File: src/rtl/axi_dma_nd_pkg.sv
// Shared definitions for the N-dimensional DMA burst expander.
// Holds the FSM state encoding, default width constants and the default
// 1D burst / ND request structs used when the top is not given custom types.
package axi_dma_nd_pkg;

   localparam int unsigned DEF_ADDR_WIDTH = 32;
   localparam int unsigned DEF_REP_WIDTH  = 32;
   localparam int unsigned DEF_NUM_DIMS   = 3;
   localparam int unsigned DEF_ID_WIDTH   = 4;
   localparam int unsigned DEF_USER_WIDTH = 1;

   typedef enum logic [0:0] {
      ST_IDLE  = 1'b0,
      ST_ISSUE = 1'b1
   } nd_state_e;

   typedef struct packed {
      logic [DEF_ID_WIDTH-1:0]   id;
      logic [DEF_ADDR_WIDTH-1:0] src;
      logic [DEF_ADDR_WIDTH-1:0] dst;
      logic [DEF_ADDR_WIDTH-1:0] num_bytes;
      logic [3:0]                src_cache;
      logic [3:0]                dst_cache;
      logic [1:0]                src_burst;
      logic [1:0]                dst_burst;
      logic [DEF_USER_WIDTH-1:0] src_user;
      logic [DEF_USER_WIDTH-1:0] dst_user;
      logic                      decouple_rw;
      logic                      deburst;
   } burst_req_def_t;

   typedef struct packed {
      logic [DEF_REP_WIDTH-1:0]  reps;
      logic [DEF_ADDR_WIDTH-1:0] src_strd;
      logic [DEF_ADDR_WIDTH-1:0] dst_strd;
   } nd_dim_def_t;

   // d_req[0] is the innermost outer dimension.
   typedef struct packed {
      burst_req_def_t                   burst_req;
      nd_dim_def_t [DEF_NUM_DIMS-2:0]   d_req;
   } nd_req_def_t;

endpackage

File: src/rtl/axi_dma_nd_ext_dim_cnt.sv
// One outer dimension of the ND walker: repetition counter with wrap.
// Ports: clk_i/rst_ni; inc_i carry-in (advance this dimension); reps_i
// repetition count; carry_o asserted when this dimension wraps on inc_i.
module axi_dma_nd_dim_cnt #(
   parameter int unsigned REP_WIDTH = 32
) (
   input  logic                 clk_i,
   input  logic                 rst_ni,
   input  logic                 inc_i,
   input  logic [REP_WIDTH-1:0] reps_i,
   output logic                 carry_o
);

   logic [REP_WIDTH-1:0] cnt_q, cnt_d;
   logic                 at_last;

   assign at_last = (cnt_q == reps_i - REP_WIDTH'(1));
   assign carry_o = inc_i && at_last;

   always_comb begin
      cnt_d = cnt_q;
      if (inc_i) cnt_d = at_last ? '0 : cnt_q + REP_WIDTH'(1);
   end

   always_ff @(posedge clk_i or negedge rst_ni) begin
      if (!rst_ni) cnt_q <= '0;
      else         cnt_q <= cnt_d;
   end

endmodule

File: src/rtl/fifo_v3.sv
// Small synchronous FIFO (non fall-through), head entry visible on data_o.
// Ports: clk_i/rst_ni clock and async active-low reset; push_i/data_i write
// side (ignored when full); pop_i/data_o read side (ignored when empty);
// full_o, empty_o, usage_o occupancy status.
module fifo_v3 #(
   parameter int unsigned DEPTH = 2,
   parameter type         dtype = logic,
   localparam int unsigned PTR_W = (DEPTH > 1) ? $clog2(DEPTH) : 1,
   localparam int unsigned CNT_W = $clog2(DEPTH + 1)
) (
   input  logic             clk_i,
   input  logic             rst_ni,
   output logic             full_o,
   output logic             empty_o,
   output logic [CNT_W-1:0] usage_o,
   input  dtype             data_i,
   input  logic             push_i,
   output dtype             data_o,
   input  logic             pop_i
);

   dtype             mem_q [DEPTH];
   logic [PTR_W-1:0] wr_q, rd_q;
   logic [CNT_W-1:0] cnt_q;
   logic             push_ok, pop_ok;

   function automatic logic [PTR_W-1:0] ptr_inc(input logic [PTR_W-1:0] p);
      return (p == PTR_W'(DEPTH - 1)) ? '0 : p + PTR_W'(1);
   endfunction

   assign full_o  = (cnt_q == CNT_W'(DEPTH));
   assign empty_o = (cnt_q == '0);
   assign usage_o = cnt_q;
   assign push_ok = push_i && !full_o;
   assign pop_ok  = pop_i && !empty_o;
   assign data_o  = mem_q[rd_q];

   always_ff @(posedge clk_i or negedge rst_ni) begin
      if (!rst_ni) begin
         wr_q  <= '0;
         rd_q  <= '0;
         cnt_q <= '0;
      end else begin
         if (push_ok) wr_q <= ptr_inc(wr_q);
         if (pop_ok)  rd_q <= ptr_inc(rd_q);
         cnt_q <= cnt_q + CNT_W'(push_ok) - CNT_W'(pop_ok);
      end
   end

   always_ff @(posedge clk_i) begin
      if (push_ok) mem_q[wr_q] <= data_i;
   end

endmodule

File: src/rtl/axi_dma_nd_ext.sv
// ND-to-1D DMA request expander. Queues ND requests and flattens each into
// a stream of 1D bursts, walking the outer dimensions as an odometer.
// Ports: clk_i, rst_ni (async active-low); nd_req_i/nd_req_valid_i/
// nd_req_ready_o request queue input; burst_req_o/burst_req_valid_o/
// burst_req_ready_i flattened burst output; nd_req_done_o one-cycle pulse
// when a request has been fully issued; busy_o while work is pending.
// Optional: AXI_DMA_ND_EXT_STATS_EN adds num_bursts_o, a saturating count
// of accepted bursts.
//
// state    | meaning
// ST_IDLE  | request queue empty, nothing to issue
// ST_ISSUE | head request being expanded into bursts
module axi_dma_nd_ext
   import axi_dma_nd_pkg::*;
#(
   parameter int unsigned ADDR_WIDTH     = DEF_ADDR_WIDTH,
   parameter int unsigned REP_WIDTH      = DEF_REP_WIDTH,
   parameter int unsigned NUM_DIMS       = DEF_NUM_DIMS,
   parameter int unsigned REQ_FIFO_DEPTH = 2,
   parameter type         burst_req_t    = burst_req_def_t,
   parameter type         nd_req_t       = nd_req_def_t
) (
   input  logic        clk_i,
   input  logic        rst_ni,
   input  nd_req_t     nd_req_i,
   input  logic        nd_req_valid_i,
   output logic        nd_req_ready_o,
   output burst_req_t  burst_req_o,
   output logic        burst_req_valid_o,
   input  logic        burst_req_ready_i,
   output logic        nd_req_done_o,
   output logic        busy_o
`ifdef AXI_DMA_ND_EXT_STATS_EN
   ,
   output logic [31:0] num_bursts_o
`endif
);

   localparam int unsigned OUTER = NUM_DIMS - 1;
   localparam int unsigned USE_W = $clog2(REQ_FIFO_DEPTH + 1);

   nd_state_e             state_q, state_d;
   nd_req_t               head;
   logic                  q_full, q_empty;
   logic [USE_W-1:0]      q_usage;
   logic                  push, pop, accept, zero_reps, issuing;
   logic [OUTER:0]        carry;
   logic [ADDR_WIDTH-1:0] src_off_q, src_off_d, dst_off_q, dst_off_d;
   logic [ADDR_WIDTH-1:0] src_strd, dst_strd;

   assign nd_req_ready_o = !q_full;
   assign push           = nd_req_valid_i && !q_full;

   fifo_v3 #(
      .DEPTH (REQ_FIFO_DEPTH),
      .dtype (nd_req_t)
   ) i_req_queue (
      .clk_i   (clk_i),
      .rst_ni  (rst_ni),
      .full_o  (q_full),
      .empty_o (q_empty),
      .usage_o (q_usage),
      .data_i  (nd_req_i),
      .push_i  (push),
      .data_o  (head),
      .pop_i   (pop)
   );

   always_comb begin
      zero_reps = 1'b0;
      for (int i = 0; i < OUTER; i++) begin
         if (head.d_req[i].reps == '0) zero_reps = 1'b1;
      end
   end

   assign issuing           = (state_q == ST_ISSUE);
   assign burst_req_valid_o = issuing && !zero_reps;
   assign accept            = burst_req_valid_o && burst_req_ready_i;
   assign carry[0]          = accept;

   for (genvar g = 0; g < OUTER; g++) begin : g_dim
      axi_dma_nd_dim_cnt #(
         .REP_WIDTH (REP_WIDTH)
      ) i_dim_cnt (
         .clk_i   (clk_i),
         .rst_ni  (rst_ni),
         .inc_i   (carry[g]),
         .reps_i  (head.d_req[g].reps),
         .carry_o (carry[g+1])
      );
   end

   // Carry out of the outermost dimension marks acceptance of the last burst.
   assign pop           = issuing && (zero_reps || carry[OUTER]);
   assign nd_req_done_o = pop;
   assign busy_o        = issuing || !q_empty;

   // Strides are relative: only the outermost dimension that advanced adds.
   always_comb begin
      src_strd = '0;
      dst_strd = '0;
      for (int i = 0; i < OUTER; i++) begin
         if (carry[i]) begin
            src_strd = head.d_req[i].src_strd;
            dst_strd = head.d_req[i].dst_strd;
         end
      end
   end

   // Offsets from the base restart at zero so the next request begins at its base.
   always_comb begin
      src_off_d = src_off_q;
      dst_off_d = dst_off_q;
      if (carry[OUTER]) begin
         src_off_d = '0;
         dst_off_d = '0;
      end else if (accept) begin
         src_off_d = src_off_q + src_strd;
         dst_off_d = dst_off_q + dst_strd;
      end
   end

   always_comb begin
      burst_req_o     = head.burst_req;
      burst_req_o.src = head.burst_req.src + src_off_q;
      burst_req_o.dst = head.burst_req.dst + dst_off_q;
      if (!issuing) burst_req_o = '0;
   end

   always_comb begin
      state_d = state_q;
      case (state_q)
         ST_IDLE:  if (push) state_d = ST_ISSUE;
         ST_ISSUE: if (pop && !push && q_usage == USE_W'(1)) state_d = ST_IDLE;
         default:  state_d = ST_IDLE;
      endcase
   end

   always_ff @(posedge clk_i or negedge rst_ni) begin
      if (!rst_ni) begin
         state_q   <= ST_IDLE;
         src_off_q <= '0;
         dst_off_q <= '0;
      end else begin
         state_q   <= state_d;
         src_off_q <= src_off_d;
         dst_off_q <= dst_off_d;
      end
   end

`ifdef AXI_DMA_ND_EXT_STATS_EN
   logic [31:0] num_bursts_q;

   always_ff @(posedge clk_i or negedge rst_ni) begin
      if (!rst_ni)                                num_bursts_q <= '0;
      else if (accept && num_bursts_q != '1)      num_bursts_q <= num_bursts_q + 32'd1;
   end

   assign num_bursts_o = num_bursts_q;
`endif

endmodule

File: config.mk
export PLATFORM = sky130hd
export DESIGN_NAME = axi_dma_nd_ext
export DESIGN_NICKNAME = d
export VERILOG_FILES = /design/src/rtl/axi_dma_nd_pkg.sv /design/src/rtl/axi_dma_nd_ext_dim_cnt.sv /design/src/rtl/fifo_v3.sv /design/src/rtl/axi_dma_nd_ext.sv
export SDC_FILE = /design/constraint.sdc
export NUM_CORES = 1
export LEC_CHECK = 0
export CORE_ASPECT_RATIO = 1.1
export CORE_MARGIN = 1.5
export CORE_UTILIZATION = 50
export DETAILED_ROUTE_END_ITERATION = 8
export GPL_TIMING_DRIVEN = 0
export PLACE_DENSITY = 0.72
export SYNTH_ARGS = -nofsm -noshare
export SYNTH_HDL_FRONTEND = slang
export SYNTH_HIERARCHICAL = 1
export SYNTH_SLANG_ARGS = --single-unit
File: constraint.sdc
create_clock -name clk_i -period 46.2 [get_ports clk_i]
set_input_delay 11.55 -clock clk_i [delete_from_list [all_inputs] [get_ports clk_i]]
set_output_delay 11.55 -clock clk_i [all_outputs]
set_load 0.005 [all_outputs]
After elaboration in Yosys (flattened, before gate mapping). Memories as Yosys holds them, arrays and structs flattened. Index checks and enable logic that the tools add are counted.

Register bits: 133. Memory bits (writable): 616. Input bits: 312. Output and inout bits: 120. Memories: 1.

Memories: i_req_queue.mem_q (words 2, width 308, read ports 1, clocked after memory_dff 0, wr ports 1, RTL line fifo_v3.sv:22) `dtype mem_q [DEPTH];`.

Add/sub/neg operators: 12. Equality and inequality tests: 4. Muxes and demuxes: 20. Bitwise gates (word level): 1. Reductions and logical operators: 20.

Operators by type and width (number): $mux 32 (10); $add 32x32->32 (4); $mux 116 (1); $add 32x1->32 const B (2); $eq 32x32->1 (2); $logic_not 32->1 (2); $sub 32x1->32 const B (2); $logic_and 1x1->1 (10); $mux 1 (8); $logic_not 1->1 (4); $add 1x1->1 const B (2); $add 2x1->2 (1); $eq 2x1->1 const B (1); $eq 2x2->1 const B (1); $logic_not 2->1 (1); $logic_or 1x1->1 (2); $pmux 1 s2 (1); $reduce_bool 2->1 (1); $sub 2x1->2 (1); $not 1->1 (1).

Depth between registers and ports, before layout. Gate-level depths: netlist (run 1). An unclocked memory read counts as a cell.

Depth after elaboration: 15. Mapped depth: 31. Gate-level depth less buffers: 23.

Cells and area by module. The synthesis (run 1) kept the hierarchy.

Modules (own cells, without submodules): fifo_v3 (instances 1, cells an instance 976, area each 22818.1 µm²); axi_dma_nd_ext (instances 1, cells an instance 1507, area each 10660.2 µm²); axi_dma_nd_dim_cnt (instances 2, cells an instance 341, area each 2824.0 µm²).

Worst setup path after synthesis (run 1). No wires, ideal clock.

Path type: in2out. From: input burst_req_ready_i. To: output nd_req_done_o. Arrival: 14067 ps. Required time: 34650 ps. Path slack: 20583 ps. Stages on the path: 14. Path through: nand2_1 > inv_2 > clkbuf_1 > buf_1 > and3_1 > buf_6 > buf_12 > and3_1 > buf_6 > buf_12 > clkbuf_1 > clkbuf_1 > nor2_1 > nor2_1.

Word-level cells in the longest chain between the ends: 5.

Ends and longest elaborated chain: from (decl) (RTL line axi_dma_nd_ext.sv:30) `input logic burst_req_ready_i,`; $logic_and 1x1->1 (RTL line axi_dma_nd_ext.sv:78) `assign accept = burst_req_valid_o && burst_req_ready_i;`; net accept (RTL line axi_dma_nd_ext.sv:46) `logic push, pop, accept, zero_reps, issuing;`; $logic_and 1x1->1 (RTL line axi_dma_nd_ext_dim_cnt.sv:18) `assign carry_o = inc_i && at_last;`; net carry[1] (RTL line axi_dma_nd_ext.sv:47) `logic [OUTER:0] carry;`; $logic_and 1x1->1 (RTL line axi_dma_nd_ext_dim_cnt.sv:18); net carry[2] (RTL line axi_dma_nd_ext.sv:47); $logic_or 1x1->1 (RTL line axi_dma_nd_ext.sv:94) `assign pop = issuing && (zero_reps || carry[OUTER]);`; $logic_and 1x1->1 (RTL line axi_dma_nd_ext.sv:94); to (decl) (RTL line axi_dma_nd_ext.sv:31) `output logic nd_req_done_o,`.

The timed path passes the listed nets, and every way through them passes these cells.

Final worst setup path (run 1). Ends and elaborated chain as after synthesis.

==> results of run 1 <==
logic make-up (layout without fill, tap and decap cells):
family / after synthesis / in the layout
buffers and inverters: 167 / 766
XOR/XNOR: 234 / 234
adder cells (fa/ha/maj): 148 / 148
AND/OR/NAND/NOR: 995 / 995
other: 0 / 2
flip-flops: 749 / 749
AO/OA/AOI/OAI: 552 / 552
multiplexers: 320 / 320
layer usage:
layer  routed length [um]  GRT usage  vias up
li1                     -          -    12890
met1                43240     0.3283    13280
met2                53010     0.4552      904
met3                 6382    0.04133      157
met4                 2976    0.08687        0
met5                    0          0        -
registers in the layout, summed over array words and instances (netlist names):
register,cells
i_req_queue/wr_q,1
g_dim.i_dim_cnt/cnt_q,64
i_req_queue/mem_q,616
src_off_q,32
dst_off_q,32
i_req_queue/usage_o,2
issuing,1
i_req_queue/rd_q,1
synth_stat cells (all sizes together), types with 13 or more instances:
master | count | share of area
a211oi | 26 | 0.0054
a21o | 40 | 0.0077
a21oi | 158 | 0.021
a31oi | 27 | 0.0049
and2 | 71 | 0.011
and3 | 34 | 0.0055
buf | 52 | 0.011
clkbuf | 61 | 0.0059
dfrtp | 133 | 0.085
edfxtp | 616 | 0.47
ha | 144 | 0.046
inv | 54 | 0.0052
mux2 | 309 | 0.099
nand2 | 327 | 0.031
nand2b | 17 | 0.0027
nand3 | 73 | 0.0093
nand4 | 35 | 0.0056
nor2 | 222 | 0.021
nor2b | 31 | 0.0050
nor3 | 43 | 0.0058
nor3b | 19 | 0.0036
nor4 | 46 | 0.0081
o211ai | 17 | 0.0034
o21a | 17 | 0.0033
o21ai | 151 | 0.019
o21bai | 15 | 0.0029
o31ai | 13 | 0.0025
or2 | 16 | 0.0026
or3 | 17 | 0.0027
xnor2 | 127 | 0.028
xor2 | 105 | 0.024
worst max path at each step:
stage                                 start                                  end  slack [ns]  depth (start not counted)
after floorplan           burst_req_ready_i                        nd_req_done_o       20.58                         14
after global placement       nd_req_valid_i  i_req_queue/mem_q[0][143]$_DFFE_PP_       12.02                          4
after detailed placement  burst_req_ready_i                        nd_req_done_o       17.61                         16
after CTS                 burst_req_ready_i                        nd_req_done_o       17.61                         16
after global routing      burst_req_ready_i                        nd_req_done_o       17.35                         16
final                     burst_req_ready_i                        nd_req_done_o       17.51                         16
critical path: stages:
cell and delay (ns):
sky130_fd_sc_hd__clkdlybuf4s50_1 0.53, sky130_fd_sc_hd__nand2_1 0.20, sky130_fd_sc_hd__inv_2 0.28, sky130_fd_sc_hd__clkbuf_1 0.44, sky130_fd_sc_hd__buf_1 0.92, sky130_fd_sc_hd__and3_1 0.31
sky130_fd_sc_hd__buf_6 0.17, sky130_fd_sc_hd__buf_12 0.19, sky130_fd_sc_hd__and3_1 0.18, sky130_fd_sc_hd__buf_6 0.17, sky130_fd_sc_hd__buf_12 0.14, sky130_fd_sc_hd__clkbuf_1 0.36
sky130_fd_sc_hd__clkbuf_1 0.56, sky130_fd_sc_hd__nor2_1 0.19, sky130_fd_sc_hd__nor2_1 0.33, sky130_fd_sc_hd__clkdlybuf4s50_1 0.58
final cells by class:
type | count | area share
inverters | 54 | 0.004227
diodes | 2 | 0.0001044
clock buffers | 100 | 0.04417
flip-flops and latches | 749 | 0.4551
plain buffers | 113 | 0.01396
repair buffers | 450 | 0.09932
multi-input cells | 2249 | 0.3428
well taps | 1035 | 0.02700
clock inverters | 49 | 0.01328
cells in the final DEF (no fill, tap or decap), drive strengths merged, types with 13 or more instances in the layout:
| master | instances |
|---|---|
| xnor2 | 127 |
| nand2b | 17 |
| mux2 | 309 |
| a31oi | 27 |
| o21a | 17 |
| nor2b | 31 |
| nor2 | 222 |
| nor4 | 46 |
| inv | 57 |
| and2 | 71 |
| o21ai | 151 |
| clkdlybuf4s50 | 430 |
| xor2 | 105 |
| a211oi | 26 |
| nand4 | 35 |
| edfxtp | 616 |
| nor3 | 43 |
| or3 | 17 |
| clkinv | 29 |
| and3 | 34 |
| ha | 144 |
| clkbuf | 161 |
| nand2 | 327 |
| a21oi | 158 |
| buf | 72 |
| or2 | 16 |
| nand3 | 73 |
| dfrtp | 133 |
| o211ai | 17 |
| o21bai | 15 |
| o31ai | 13 |
| a21o | 40 |
| nor3b | 19 |
per-stage QoR:
stage	cells	area [um^2]
after floorplan	3165	39130
after global placement	4631	44740
after detailed placement	4650	45200
after CTS	4799	47950
after global routing	4800	47950
final	4801	47960
power by group:
group | internal (uW) | switching [uW]
Clock | 397 | 274
Combinational | 505 | 585
Sequential | 915 | 66.3
Total | 1820 | 926
==> results.json, run 1 <==
{
  "setup.worst_path.class": "in2out",
  "start_kind": "input pin",
  "worst_hold_path.num_cells": 1,
  "core_mm2": 0.07752,
  "clock.fmax_ghz": 0.03485,
  "synth_top_family_by_area": "simple AND/OR/NAND/NOR gates",
  "type_of_the_worst_min_delay_path": "reg2reg",
  "synth-compound-area-share": 0.09181,
  "first_global_vias": 26800,
  "route.vias.total": 27230,
  "grt.total_usage": 0.2595,
  "cts.path.max_buffers": 3,
  "max_cap_violations": 0,
  "pre_cts_slack_ns": 17.61,
  "horizontal_die_dimension_um": 269.7,
  "clock_latency_ns": 0.64,
  "area_overhead_vs_synth_pct": 22.57,
  "peakVddDrop_mv": 0.04247,
  "grt_max_degree": 71,
  "initial_cell_density_of_the_core": 0.5048,
  "gpl.final_weighted_congestion": 0.9336,
  "final.hold.worst_slack_ns": 0.5456,
  "fin_nets": 4158,
  "buffer_ports.inserted": 431,
  "synth_edf_count": 616,
  "cts-htree-levels": 3,
  "timing.setup.tns_ns": 0,
  "global_route_wire_length_before_repair_um": 158400,
  "drt.antenna.violating_nets": 0,
  "grt_overflow": 0,
  "n_fill_cell": 6073,
  "cts_num_sinks": 749,
  "cts-hold-fix-buffers": 0,
  "max-slew-margin-rel": 0.1329,
  "ys_async_sr_fraction": 0.1776,
  "hold_path_end": "i_req_queue/usage_o[1]$_DFF_PN0_",
  "worstPathRequired_ns": 34.65,
  "syn-mean-instance-area_um2": 12.36,
  "die_y_um": 296.4,
  "synth_simple_gate_area_frac": 0.1255,
  "cts-root-buf": "sky130_fd_sc_hd__clkbuf_16",
  "antenna_found_initial": 3,
  "number_of_buffers_created_by_cts": 81,
  "setup.worst_path.end_class": "output pin",
  "r2r_slack_ns": 36.07,
  "multi_input_comb_area_mm2": 0.01644,
  "reg2reg_from": "i_req_queue/rd_q$_DFFE_PN0P_",
  "yosys-mux-area-fraction": 0.1013,
  "synth_cell_type_count": 99,
  "post_cts_resized": 0,
  "timing.final.hold_violations": 0,
  "endpoint_of_the_lowest_slack_register_to_register_path": "dst_off_q[31]$_DFFE_PN0P_",
  "post-route-min-period_ns": 28.69,
  "final_setup_violation_count": 0,
  "finalWirelength_um": 105600,
  "cts_tree": "done",
  "remaining_drc_errors": 0,
  "power-per-cell-area_mw_per_mm2": 57.17,
  "post-cts-setup-buffers": 0,
  "skew_ns": 0.02201,
  "half_perimeter_wire_length_after_placement_um": 78150,
  "report.power.total_uw": 2742,
  "reg2reg_depth": 30,
  "synth_area_mm2": 0.03913,
  "power_leakage_uw": 0.01770,
  "drt-pass1-iter-count": 6,
  "post_drt_via_cell_ratio": 5.672,
  "fp.dieArea_mm2": 0.07994,
  "synth_fa_ha_area_frac": 0.04810,
  "crit_arrival_ns": 17.14,
  "critical_path_peak_fanout": 19,
  "regArea_mm2": 0.02183,
  "run_status": "finished clean",
  "cts.reportedPaths.clkPinSlew_ns": 0.06,
  "detail_route.iter0.violations": 1952,
  "hold_path_origin": "i_req_queue/usage_o[1]$_DFF_PN0_",
  "fin_util": 0.6187,
  "synth_nets": 3625,
  "rsz0062_at_grt": "no",
  "maxSlewViolCount": 0,
  "io-pin-count": 432,
  "synth.yosys.warnings": 6,
  "rows": 107,
  "finalWorstSetupSlack_ns": 17.51,
  "synth_top_flop_cell": "sky130_fd_sc_hd__edfxtp_1",
  "final_min_period_over_clock_period": 0.6210,
  "syn_inst": 3165,
  "synth_sequential_area_ratio": 0.5578,
  "layout-drive-gt1-share": 0.1469,
  "synth.ff_latch_count": 749,
  "worst-slew-pin-transition_ns": 1.301,
  "synth-xor-area-share": 0.05308,
  "routedWlPerCell_um": 22.00
}
Note: power is estimated with default switching activity, not from simulation.
==> run 2, diff against run 1 <==
--- a/config.mk
+++ b/config.mk
@@ -10,7 +10,7 @@
 export CORE_UTILIZATION = 50
 export DETAILED_ROUTE_END_ITERATION = 8
 export GPL_TIMING_DRIVEN = 0
-export PLACE_DENSITY = 0.72
+export PLACE_DENSITY = 0.75
 export SYNTH_ARGS = -nofsm -noshare
 export SYNTH_HDL_FRONTEND = slang
 export SYNTH_HIERARCHICAL = 1
==> constraint.sdc (replaced) <==
create_clock -name clk_i -period 25.4 [get_ports clk_i]
set_input_delay 6.35 -clock clk_i [delete_from_list [all_inputs] [get_ports clk_i]]
set_output_delay 6.35 -clock clk_i [all_outputs]
set_load 0.005 [all_outputs]
==> run 2 against run 1 <==
Against the previous run:
- critical path depth unchanged
- largest cell class unchanged
- count of clock-buffer cells in the layout decreased by 4
- register-to-register slack got worse by 21 ns
- die area unchanged
- via count about the same
- final area decreased by 0.22%
- cell count about the same
- sequential power increased by 82%
- global-route usage decreased by 0.25 points
==> results.json, run 2 (synthesis results as in run 1) <==
{
  "remaining_drc_errors": 0,
  "n_fill_cell": 5985,
  "routedWlPerCell_um": 21.81,
  "largestRegisters": "i_req_queue/mem_q: 616 flops, g_dim.i_dim_cnt/cnt_q: 64 flops",
  "largest-register": "i_req_queue/mem_q",
  "die_y_um": 296.4,
  "drt-pass1-iter-count": 5,
  "critical_path_peak_fanout": 19,
  "io-pin-count": 432,
  "worstPathRequired_ns": 19.05,
  "final_setup_violation_count": 0,
  "crit_arrival_ns": 11.83,
  "start_kind": "input pin",
  "cts_num_sinks": 749,
  "layout-drive-gt1-share": 0.1459,
  "grt.total_usage": 0.2570,
  "antenna_found_initial": 7,
  "timing.final.hold_violations": 0,
  "grt_max_degree": 68,
  "layout.cells.most_common_list": "616 x sky130_fd_sc_hd__edfxtp_1, 430 x sky130_fd_sc_hd__clkdlybuf4s50_1, 327 x sky130_fd_sc_hd__nand2_1",
  "route.vias.total": 27220,
  "fp.dieArea_mm2": 0.07994,
  "power-per-cell-area_mw_per_mm2": 103.8,
  "cts-htree-levels": 3,
  "finalWirelength_um": 104800,
  "timing.critical_path.mode_cell": "sky130_fd_sc_hd__clkbuf_1",
  "grt_overflow": 0,
  "horizontal_die_dimension_um": 269.7,
  "power_report.internal_total_uw": 3273,
  "power.switching_fraction": 0.3409,
  "clock.fmax_ghz": 0.05501,
  "fin_util": 0.6173,
  "largest_register_ffs": 616,
  "type_of_the_worst_min_delay_path": "reg2reg",
  "cts.reportedPaths.clkPinSlew_ns": 0.06,
  "setup.worst_path.end_class": "output pin",
  "run_status": "finished clean",
  "power_leakage_uw": 0.01765,
  "skew_ns": 0.02883,
  "final.hold.worst_slack_ns": 0.5307,
  "crit_chain": "clkdlybuf4s50_1, nand2_1, inv_2, clkbuf_1, buf_1, and3_1, buf_6, buf_12, and3_1, buf_6, buf_12, clkbuf_1, clkbuf_1, nor2_1, nor2_1, clkdlybuf4s50_1",
  "half_perimeter_wire_length_after_placement_um": 77500,
  "clock_power_share": 0.240,
  "max_cap_violations": 0,
  "detail_route.iter0.violations": 2218,
  "post-cts-setup-buffers": 0,
  "global_route_wire_length_before_repair_um": 157600,
  "number_of_buffers_created_by_cts": 81,
  "cpMaxStageDelayCell": "sky130_fd_sc_hd__buf_1",
  "worst-slew-pin-transition_ns": 1.368,
  "first_global_vias": 27030,
  "drt.antenna.violating_nets": 0,
  "initial_cell_density_of_the_core": 0.5048,
  "cts_tree": "done",
  "maxSlewViolCount": 0,
  "critical-path-top-delay-family": "buffers and inverters",
  "buffer_ports.inserted": 431,
  "gpl.final_weighted_congestion": 0.9348,
  "post-route-min-period_ns": 18.18,
  "post_cts_resized": 0,
  "area_overhead_vs_synth_pct": 22.30,
  "core_mm2": 0.07752,
  "cts.path.max_buffers": 3,
  "setup.worst_path.class": "in2out",
  "clock_latency_ns": 0.64,
  "fin_nets": 4158,
  "rsz0062_at_grt": "no",
  "cts-root-buf": "sky130_fd_sc_hd__clkbuf_16",
  "cts-hold-fix-buffers": 0,
  "power.switching_uw": 1692,
  "power_frac_comb": 0.400,
  "rows": 107,
  "crit_buf_inv": 11,
  "worst_path_largest_cell_delay_ns": 0.95,
  "mostFrequentLayoutCell": "sky130_fd_sc_hd__edfxtp_1",
  "peakVddDrop_mv": 0.09830,
  "post_drt_via_cell_ratio": 5.664,
  "max-slew-margin-rel": 0.08824,
  "final_min_period_over_clock_period": 0.7157,
  "power.sequential.fraction": 0.360
}
==> run 2: cell count changes in the layout (fill, tap and decap cells not counted), moves of 2 or more <==
cell	previous run	this run
sky130_fd_sc_hd__diode_2	2	7
sky130_fd_sc_hd__clkbuf_1	77	75
sky130_fd_sc_hd__buf_12	14	18
sky130_fd_sc_hd__clkinvlp_4	5	3
sky130_fd_sc_hd__clkinv_2	10	12
sky130_fd_sc_hd__clkinv_1	14	19
sky130_fd_sc_hd__buf_16	9	5
sky130_fd_sc_hd__clkbuf_8	2	0
sky130_fd_sc_hd__bufinv_16	12	10
==> run 2: final timing paths <==
kind,from,to,slack [ns],depth (start not counted)
max in group asynchronous,rst_ni,src_off_q[31]$_DFFE_PN0P_,18.85,2
hold reg to reg,i_req_queue/usage_o[1]$_DFF_PN0_,i_req_queue/usage_o[1]$_DFF_PN0_,0.53,1
setup reg to reg,i_req_queue/rd_q$_DFFE_PN0P_,dst_off_q[31]$_DFFE_PN0P_,15.45,30
min in group asynchronous,rst_ni,g_dim[1].i_dim_cnt/cnt_q[31]$_DFFE_PN0P_,5.71,1
setup / recovery,burst_req_ready_i,nd_req_done_o,7.22,16
hold / removal,i_req_queue/usage_o[1]$_DFF_PN0_,i_req_queue/usage_o[1]$_DFF_PN0_,0.53,1
==> run 2: final cells by class <==
type | instances | area [um^2] | share of cell area
diodes | 7 | 17.52 | 0.0003661
plain buffers | 113 | 669.4 | 0.01399
clock buffers | 96 | 2083 | 0.04354
clock inverters | 52 | 583.1 | 0.01218
inverters | 54 | 202.7 | 0.004236
multi-input cells | 2249 | 16440 | 0.3436
flip-flops and latches | 749 | 21830 | 0.4561
well taps | 1035 | 1295 | 0.02706
repair buffers | 450 | 4733 | 0.09892
==> run 2: routing by layer <==
metal | track usage | part of all wire | up-vias
li1 | - | - | 12880
met1 | 0.3269 | 0.41 | 13290
met3 | 0.03988 | 0.064 | 157
met4 | 0.08715 | 0.029 | 2
met2 | 0.4491 | 0.50 | 888
met5 | 0 | 0.00012 | -
==> run 2: power groups by stage <==
stage	Combinational, uW	Sequential (uW)	Clock (uW)
6_report	1990	1790	1190
5_1_grt	2160	1810	1260
4_1_cts	1980	1790	1210
3_5_place_dp	1970	1810	0
3_3_place_gp	1890	1990	0
2_1_floorplan	1180	1880	0
==> run 2: metrics by stage <==
step / setup TNS (ns) / power (uW) / setup slack (ns) / cells / cell area, um^2
after floorplan: 0 / 3060 / 5.034 / 3165 / 39130
after global placement: -1096.52 / 3885 / -3.609 / 4631 / 44740
after detailed placement: 0 / 3775 / 7.331 / 4650 / 45170
after CTS: 0 / 4983 / 7.330 / 4798 / 47830
after global routing: 0 / 5231 / 7.024 / 4803 / 47850
final: 0 / 4965 / 7.221 / 4805 / 47850
==> run 2: worst register-to-register path: cells and delay by family, from the launching register on <==
kind | cells | cell delay (ns)
compound gates | 7 | 1.93
fa+ha+maj | 1 | 0.37
buf+inv | 11 | 5.04
flops | 1 | 0.35
mux | 2 | 0.55
simple gates | 9 | 1.65
==> run 3, diff against run 2 <==
==> constraint.sdc (replaced) <==
create_clock -name clk_i -period 15.9 [get_ports clk_i]
set_input_delay 3.975 -clock clk_i [delete_from_list [all_inputs] [get_ports clk_i]]
set_output_delay 3.975 -clock clk_i [all_outputs]
set_load 0.005 [all_outputs]
==> run 3 against run 2 <==
Against the previous run:
- via count up 0.13%
- largest cell class unchanged
- sequential share of layout area grew 0.11 points
- setup slack lost 4.6 ns
- wire length fell by 0.73%
- die area unchanged
==> results.json, run 3 (synthesis results as in run 1) <==
{
  "run_status": "finished clean",
  "cp_num_cells": 16,
  "route.vias.total": 27250,
  "horizontal_die_dimension_um": 269.7,
  "maxSlewViolCount": 0,
  "largestRegisters": "i_req_queue/mem_q: 616 flops, g_dim.i_dim_cnt/cnt_q: 64 flops",
  "drt.antenna.violating_nets": 0,
  "timing.final.hold_violations": 0,
  "global_route_wire_length_before_repair_um": 155500,
  "routedWlPerCell_um": 21.67,
  "type_of_the_worst_min_delay_path": "reg2reg",
  "largest-register": "i_req_queue/mem_q",
  "fin_nets": 4158,
  "critical-path-top-delay-family": "buffers and inverters",
  "post-cts-setup-buffers": 0,
  "max-slew-margin-rel": 0.2002,
  "rows": 107,
  "setup.worst_path.class": "in2out",
  "post_drt_via_cell_ratio": 5.677,
  "io-pin-count": 432,
  "r2r_slack_ns": 6.06,
  "startpoint": "burst_req_ready_i",
  "crit_buf_inv": 11,
  "crit_path_end": "nd_req_done_o",
  "buffer_ports.inserted": 431,
  "start_kind": "input pin",
  "peakVddDrop_mv": 0.1944,
  "reg2reg_depth": 31,
  "fin_area_mm2": 0.04773,
  "clock.fmax_ghz": 0.07530,
  "die_y_um": 296.4,
  "power-per-cell-area_mw_per_mm2": 164.2,
  "critical_path_peak_fanout": 19,
  "half_perimeter_wire_length_after_placement_um": 77090,
  "mostFrequentLayoutCell": "sky130_fd_sc_hd__edfxtp_1",
  "reg2reg_from": "i_req_queue/rd_q$_DFFE_PN0P_",
  "rsz0062_at_grt": "no",
  "max_cap_violations": 0,
  "clock_latency_ns": 0.65,
  "cpMaxStageDelayCell": "sky130_fd_sc_hd__buf_1",
  "cts_tree": "done",
  "finalWorstSetupSlack_ns": 2.619,
  "detail_route.iter0.violations": 2041,
  "worstPathRequired_ns": 11.93,
  "power_leakage_uw": 0.01758,
  "crit_arrival_ns": 9.31,
  "cts.path.max_buffers": 3,
  "grt_overflow": 0,
  "worst_path_largest_cell_delay_ns": 0.91,
  "layout.cells.most_common_list": "616 x sky130_fd_sc_hd__edfxtp_1, 430 x sky130_fd_sc_hd__clkdlybuf4s50_1, 327 x sky130_fd_sc_hd__nand2_1",
  "skew_ns": 0.02565,
  "endpoint_of_the_lowest_slack_register_to_register_path": "src_off_q[24]$_DFFE_PN0P_",
  "finalWirelength_um": 104000,
  "final_min_period_over_clock_period": 0.8353,
  "area_overhead_vs_synth_pct": 22.00,
  "number_of_buffers_created_by_cts": 82,
  "grt.total_usage": 0.2536,
  "largest_register_ffs": 616,
  "timing.critical_path.mode_cell": "sky130_fd_sc_hd__clkbuf_1",
  "initial_cell_density_of_the_core": 0.5048,
  "worst-slew-pin-transition_ns": 1.200,
  "gpl.final_weighted_congestion": 0.9473,
  "fp.dieArea_mm2": 0.07994,
  "setup.worst_path.end_class": "output pin",
  "pre_cts_slack_ns": 2.673,
  "dpl-instance-area_mm2": 0.04517,
  "post_cts_resized": 0,
  "cts-root-buf": "sky130_fd_sc_hd__clkbuf_16",
  "report.power.total_uw": 7838,
  "cts-hold-fix-buffers": 0,
  "cts_num_sinks": 749,
  "cts-htree-levels": 3,
  "grt_max_degree": 90,
  "final_setup_violation_count": 0,
  "antenna_found_initial": 7,
  "cts.reportedPaths.clkPinSlew_ns": 0.06,
  "remaining_drc_errors": 0,
  "crit_chain": "clkdlybuf4s50_1, nand2_1, inv_2, clkbuf_1, buf_1, and3_1, buf_6, buf_12, and3_1, buf_6, buf_12, clkbuf_1, clkbuf_1, nor2_1, nor2_1, clkdlybuf4s50_1",
  "post-route-min-period_ns": 13.28,
  "core_mm2": 0.07752,
  "timing.setup.tns_ns": 0,
  "final.hold.worst_slack_ns": 0.5415,
  "first_global_vias": 26760,
  "drt-pass1-iter-count": 5,
  "layout-drive-gt1-share": 0.1449
}
## run 3: cell types whose count changed in the layout (fill, tap and decap cells not counted)
cell,previous run,this run
sky130_fd_sc_hd__bufinv_16,10,4
sky130_fd_sc_hd__clkbuf_1,75,81
sky130_fd_sc_hd__clkinvlp_4,3,8
sky130_fd_sc_hd__buf_12,18,14
sky130_fd_sc_hd__diode_2,7,3
sky130_fd_sc_hd__buf_16,5,8
sky130_fd_sc_hd__clkinv_1,19,16
sky130_fd_sc_hd__clkinv_2,12,10
sky130_fd_sc_hd__clkbuf_16,81,82
sky130_fd_sc_hd__clkbuf_8,0,1
sky130_fd_sc_hd__clkinv_16,1,2
sky130_fd_sc_hd__clkinv_4,1,0
sky130_fd_sc_hd__inv_16,2,1
sky130_fd_sc_hd__inv_6,2,1
## run 3: worst min path at each step
stage                                               to                               startpoint  slack [ns]  cells after the start
2_1_floorplan             i_req_queue/wr_q$_DFFE_PN0P_             i_req_queue/wr_q$_DFFE_PN0P_        0.48                      1
3_3_place_gp              i_req_queue/wr_q$_DFFE_PN0P_             i_req_queue/wr_q$_DFFE_PN0P_        0.49                      1
3_5_place_dp          i_req_queue/usage_o[1]$_DFF_PN0_         i_req_queue/usage_o[1]$_DFF_PN0_        0.52                      1
4_1_cts               i_req_queue/usage_o[1]$_DFF_PN0_         i_req_queue/usage_o[1]$_DFF_PN0_        0.53                      1
5_1_grt               i_req_queue/usage_o[1]$_DFF_PN0_         i_req_queue/usage_o[1]$_DFF_PN0_        0.56                      1
6_report       g_dim[1].i_dim_cnt/cnt_q[4]$_DFFE_PN0P_  g_dim[1].i_dim_cnt/cnt_q[4]$_DFFE_PN0P_        0.54                      1
## run 3: area by class of cell
cell class              instances  area [um^2]
flip-flops and latches        749        21830
well taps                    1035         1295
diodes                          3        7.507
repair buffers                449         4736
clock inverters                44        411.6
fillers                      6086        29780
plain buffers                 113        669.4
inverters                      54        202.7
multi-input cells            2249        16440
clock buffers                 104         2145
## run 3: metal layers
layer	part of all wire	vias up	track usage
li1	-	12910	-
met1	0.41	13410	0.3185
met2	0.51	786	0.4530
met3	0.053	149	0.04068
met4	0.025	2	0.07262
met5	0.00012	-	0
## run 3: per-stage QoR
step,util,std cells
after global placement,0.5771,4631
after floorplan,-,3165
final,0.6158,4800
after CTS,0.6157,4797
after global routing,0.6158,4800
after detailed placement,0.5827,4649
## run 3: report_power, final
part	switching [uW]	total, uW	internal (uW)
clock network	787	1820	1030
logic	1710	3170	1460
registers	196	2850	2660
## run 3: worst reg2reg max path: cells and delay by family (launching register included)
kind	cells	cell delay, ns
flip-flops	1	0.35
adder cells (fa/ha/maj)	2	0.53
multiplexers	1	0.25
AND/OR/NAND/NOR	9	1.69
AO/OA/AOI/OAI	8	1.87
buffers and inverters	11	5.02
